<file path="src/rtl/shift_register_universal_if.sv">
// Control/data bundle for shift_register_universal: the master drives mode/en/serial/parallel inputs and the slave returns q/so/word/valid.
// Purely structural; carries no state and applies no flow control.
interface shift_register_universal_if #(
  parameter int WIDTH = 4
);
  logic             en;
  logic [1:0]       mode;
  logic             in;
  logic [WIDTH-1:0] d;
  logic [WIDTH-1:0] q;
  logic             so;
  logic [WIDTH-1:0] word;
  logic             valid;

  modport master (output en, mode, in, d, input q, so, word, valid);
  modport slave  (input en, mode, in, d, output q, so, word, valid);
endinterface

</file>
<file path="src/rtl/shift_register_universal.sv">
// Universal WIDTH-bit shift register (hold/right/left/load); define SHIFT_REG_FRAME_EN for the word framer.
// q/word/valid update one edge after sampling, so is combinational; no backpressure, en=0 freezes all state.
module shift_register_universal #(
  parameter int               WIDTH   = 4,
  parameter logic [WIDTH-1:0] RST_VAL = '0
) (
  input logic                       clk,
  input logic                       rst,
  shift_register_universal_if.slave bus
);
  localparam logic [1:0] MODE_HOLD  = 2'b00;
  localparam logic [1:0] MODE_RIGHT = 2'b01;
  localparam logic [1:0] MODE_LEFT  = 2'b10;
  localparam logic [1:0] MODE_LOAD  = 2'b11;

  logic [WIDTH-1:0] q;
  logic [WIDTH-1:0] q_next;

  always_comb begin
    q_next = q;
    if (bus.en) begin
      case (bus.mode)
        MODE_RIGHT: q_next = {bus.in, q[WIDTH-1:1]};
        MODE_LEFT:  q_next = {q[WIDTH-2:0], bus.in};
        MODE_LOAD:  q_next = bus.d;
        default:    q_next = q;
      endcase
    end
  end

  always_ff @(posedge clk or posedge rst) begin
    if (rst) begin
      q <= RST_VAL;
    end else begin
      q <= q_next;
    end
  end

  // so always shows the bit the next shift in the selected direction will drop
  assign bus.q  = q;
  assign bus.so = (bus.mode == MODE_LEFT) ? q[WIDTH-1] : q[0];

`ifdef SHIFT_REG_FRAME_EN
  localparam int            CW       = (WIDTH > 2) ? $clog2(WIDTH) : 1;
  localparam logic [CW-1:0] CNT_LAST = CW'(WIDTH - 1);

  logic [CW-1:0]    cnt;
  logic [WIDTH-1:0] word;
  logic             valid;
  logic             shift;

  assign shift = bus.en && ((bus.mode == MODE_RIGHT) || (bus.mode == MODE_LEFT));

  // word captures the post-shift value so it matches q on the completing edge
  always_ff @(posedge clk or posedge rst) begin
    if (rst) begin
      cnt   <= '0;
      word  <= '0;
      valid <= 1'b0;
    end else begin
      valid <= 1'b0;
      if (shift) begin
        if (cnt == CNT_LAST) begin
          cnt   <= '0;
          word  <= q_next;
          valid <= 1'b1;
        end else begin
          cnt <= cnt + 1'b1;
        end
      end else if (bus.en && (bus.mode == MODE_LOAD)) begin
        cnt <= '0;
      end
    end
  end

  assign bus.word  = word;
  assign bus.valid = valid;
`else
  assign bus.word  = '0;
  assign bus.valid = 1'b0;
`endif
endmodule

</file>
<file path="src/flat_wrapper.sv">
// flat-port wrapper written by rule: the top's interface ports become plain ports
module shift_register_universal_flat 
#(
  parameter int               WIDTH   = 4,
  parameter logic [WIDTH-1:0] RST_VAL = '0
)
  (clk, rst, bus_en, bus_mode, bus_in, bus_d, bus_q, bus_so, bus_word, bus_valid);
  shift_register_universal_if #(.WIDTH(WIDTH)) bus_i ();
  input logic clk;
  input logic rst;
  input wire logic [$bits(bus_i.en)-1:0] bus_en;
  input wire logic [$bits(bus_i.mode)-1:0] bus_mode;
  input wire logic [$bits(bus_i.in)-1:0] bus_in;
  input wire logic [$bits(bus_i.d)-1:0] bus_d;
  output wire logic [$bits(bus_i.q)-1:0] bus_q;
  output wire logic [$bits(bus_i.so)-1:0] bus_so;
  output wire logic [$bits(bus_i.word)-1:0] bus_word;
  output wire logic [$bits(bus_i.valid)-1:0] bus_valid;
  assign bus_i.en = bus_en;
  assign bus_i.mode = bus_mode;
  assign bus_i.in = bus_in;
  assign bus_i.d = bus_d;
  assign bus_q = bus_i.q;
  assign bus_so = bus_i.so;
  assign bus_word = bus_i.word;
  assign bus_valid = bus_i.valid;
  shift_register_universal #(.WIDTH(WIDTH), .RST_VAL(RST_VAL)) u_core (.clk(clk), .rst(rst), .bus(bus_i));
endmodule
</file>
<file path="config.mk">
export PLATFORM = sky130hd
export DESIGN_NAME = shift_register_universal_flat
export DESIGN_NICKNAME = d
export VERILOG_FILES = /design/src/rtl/shift_register_universal_if.sv /design/src/rtl/shift_register_universal.sv /design/src/flat_wrapper.sv
export SDC_FILE = /design/constraint.sdc
export NUM_CORES = 1
export LEC_CHECK = 0
export CAP_MARGIN = 20
export CORE_AREA = 2 2 39 41
export DETAILED_ROUTE_END_ITERATION = 16
export DIE_AREA = 0 0 41 43
export SLEW_MARGIN = 20
export SYNTH_ARGS = -nofsm -noshare
export SYNTH_HDL_FRONTEND = slang
export SYNTH_SLANG_ARGS = --single-unit
</file>
<file path="constraint.sdc">
create_clock -name clk -period 1.1 [get_ports clk]
set_input_delay 0.22 -clock clk [delete_from_list [all_inputs] [get_ports clk]]
set_output_delay 0.22 -clock clk [all_outputs]
set_load 0.005 [all_outputs]
</file>
* Yosys cells after proc, flatten, opt, wreduce, memory -nomap -nowiden
Index checks and enable logic that the tools add are counted.
** Word-level totals
- Bits in registers :: 4
- Input port bits :: 10
- Output and inout port bits :: 10
** Operators by class
- Equality and inequality tests :: 3
- Multiplexer cells :: 2
- Reductions and logical operators :: 2
** Operator list (number)
- $pmux W4 S3 :: 1
- $eq A2 B2 Y1 const B :: 2
- $reduce_bool A3 Y1 :: 1
- $eq A2 B1 Y1 const B :: 1
- $reduce_and A2 Y1 :: 1
- $mux W1 :: 1

* Depth between registers and ports, before layout
- Word-level depth :: 3
- Gate-level depth with buffers :: 3

* Worst setup path before layout
OpenSTA, ideal clock, no wires.
- Path type :: input -> output
- Start point :: input bus_mode[0]
- End point :: output bus_so
- Arrival :: 0.721 ns
- Required time :: 0.880 ns
- Path slack :: 0.159 ns
- Cell stages on the path :: 3
- Path through :: buf_4 -> nor2b_1 -> mux2i_1
** On the way
- Cells in the longest elaborated chain, start to end :: 2
** Ends and longest elaborated chain
- start, declared :: RTL line flat_wrapper.sv:12 : input wire logic [$bits(bus_i.mode)-1:0] bus_mode;
- $eq A2 B2 Y1 :: RTL line shift_register_universal.sv:41 : assign bus.so = (bus.mode == MODE_LEFT) ? q[WIDTH-1] : q[0];
- $mux W1 :: RTL line shift_register_universal.sv:41
- end, declared :: RTL line flat_wrapper.sv:16 : output wire logic [$bits(bus_i.so)-1:0] bus_so;
Every way passes these cells.

* Worst setup path after layout
- Start point :: input bus_mode[1]
- End point :: output bus_so
Same word-level chain as after synthesis.

==> results.toml <==
[power]
clkPwrFrac_pct = 28.3
p_sw_share_pct = 26.6
pwr-share-seq_pct = 30.1
p_leak_nw = 0.285
p_int_mw = 0.452
p_switching_mw = 0.164
power_mw = 0.615
powerDensity_mw_per_mm2 = 1090
ir_worst_vdd_mv = 0.512
p_comb_share_pct = 41.6

[placed_design]
io_buffers = 14
place_area_um2 = 539
pre_cts_slack_ps = -709
detailed_place_hpwl_um = 608
gp_congestion = 0.765
dp_cells = 68

[setup_path]
start_kind = "input pin"
critPathSlowestCell = "clkdlybuf4s15_1"
crit_path_cell_trace = "clkdlybuf4s15_1 -> nor2b_4 -> mux2i_1 -> buf_2"
criticalPathCategory = "in -> out"
reg2reg_slack_ps = 170
required_ps = 880
cp.arrival_ps = 870
endpoint_kind = "output pin"
slowest_delay_ps = 200
crit_fanout = 2

[drt]
drc = 0
drtIter0Drc = 0
wl_per_cell_um = 10.8
wl_um = 778
vias_per_cell = 4.28
final_antenna_net_count = 0
dr.pass1.iters = 1
via_count = 308

[die]
ioPinCount = 20
fp-row-count = 14
core_region_area_mm2 = 0.00138
die_width_um = 41
initial_utilization_pct = 25.2
die_area_mm2 = 0.00176
fp.dieH_um = 43

[clock_network]
cts.sinks = 4
clk_pin_slew_ps = 30
cts_root_buffer = "clkbuf_4"
cts_buffer_depth = 2
clock_latency_ps = 230
cts_tree = "built"
cts_max_level = 1
cts_inserted_buffers = 3

[global_route]
grt_pass1_vias = 324
antenna_found_initial = 0
grt_max_degree = 10
grt_pass1_wl_mm = 1.28
grt_overflow = 0
track_usage_pct = 11.3

[hold_path]
min_path_type = "in -> async"

[timing]
min_period_over_period_pct = 99.4
clock_skew_ps = 1.43
fmax_mhz = 915
hold_slack_ps = 165
maxSlewViolCount = 0
hold_viol_final = 0
min_period_ps = 1090
rsz0062_at_grt = "true"
finalSetupTns_ps = 0
setup_violations = 0
fin_ws_ps = 6.93

[yosys]
syn_avg_cell_area_um2 = 10.9
syn_area_um2 = 349
ys.flop_type = "dfrtp_1"
synthTopCellsByArea = "dfrtp_1, a221oi_2, and4bb_1"
seq_area_frac_synth_pct = 28.7
synth_commonest_cells = "buf_4, inv_1, mux2i_1"
synthArstFlopShare_pct = 100
synth_most_common_cell = "buf_4"
synth_cell_types = 10
synth_edf_count = 0
ys_seq_elements = 4
yosysWarningCount = 0
synth_top_area_share_pct = 28.7
synth_area_leader_cell = "dfrtp_1"
syn_inst = 32

[layout]
layout-drive-gt1-share_pct = 41.1
nNetsFinal = 68
stdcell_count = 72
n_fill_cell = 148
insertedDiodeCount = 0
top_regs = "u_core.bus.q: 4 flops"
multiInputGateArea_um2 = 210
final_cell_area_um2 = 563
area_delta_synth_final_pct = 61.3
regMostFlops = "u_core.bus.q"
largest_reg_flops = 4
seqCellArea_um2 = 100
utilization_pct = 40.7

[status]
outcome = "completed"

[flow_run]
maxCapViolCount = 0
[cell usage in the layout (no fill, tap or decap)]
cell type and instances:
inv_2 1, dlygate4sd2_1 1, o21ai_2 1, and2_4 1
buf_4 9, clkbuf_4 3, and4bb_1 4, a221oi_2 4
inv_1 4, nor2b_4 1, dfrtp_1 4, mux2i_1 5
buf_2 3, clkdlybuf4s15_1 4, clkdlybuf4s50_1 6, conb_1 5
[final cells by class]
class                      instances  share of cell area (%)
multi-input combinational         21                    37.3
timing repair buffer              23                    34.0
sequential                         4                    17.8
clock buffer                       3                    4.00
tap                               16                    3.56
inverter                           5                    3.33
[path summary, 6_finish.rpt]
kind / startpoint / end / cells past startpoint
min in group clk: bus_en / u_core.bus.q[0] / 3
setup / recovery: bus_mode[1] / bus_so / 4
hold / removal: rst / u_core.bus.q[2] / 2
hold reg to reg: u_core.bus.q[3] / u_core.bus.q[3] / 3
setup reg to reg: u_core.bus.q[2] / u_core.bus.q[1] / 3
max in group asynchronous: rst / u_core.bus.q[0] / 2
[logic make-up (layout without fill, tap and decap cells)]
logic type | after synthesis | after routing | share of synthesized area (%)
buffers and inverters | 11 | 31 | 18.3
other | 1 | 5 | 1.07
and+or+nand+nor | 6 | 6 | 17.9
DFF | 4 | 4 | 28.7
muxes | 5 | 5 | 14.3
AOI/OAI and AO/OA | 5 | 5 | 19.7
[power by group through the flow]
stage | logic [mW] | clock network [mW] | registers, mW
floorplan | 0.112 | 0 | 0.195
global placement | 0.273 | 0 | 0.188
detailed placement | 0.273 | 0 | 0.186
CTS | 0.249 | 0.186 | 0.185
global route | 0.282 | 0.203 | 0.188
finish | 0.256 | 0.174 | 0.185
[critical path: cells and delay by family]
| kind | cells | cell delay, ps |
|---|---|---|
| muxes | 1 | 170 |
| buffers and inverters | 2 | 330 |
| and+or+nand+nor | 1 | 150 |
[repair_timing]
item                       4_1_cts  5_1_grt
setup endpoints to repair        9        4
pin swaps                        0        0
hold buffers                     0        0
buffers inserted                 0        1
gates resized for setup         24        2
[layer usage]
metal | part of all wire (%) | global-route usage (%)
met1 | 46 | 14.3
met2 | 47 | 14.1
met3 | 6.9 | 4.19
met4 | 0 | 10.0
met5 | 0 | 0
Power figures use the tool's default switching activity.
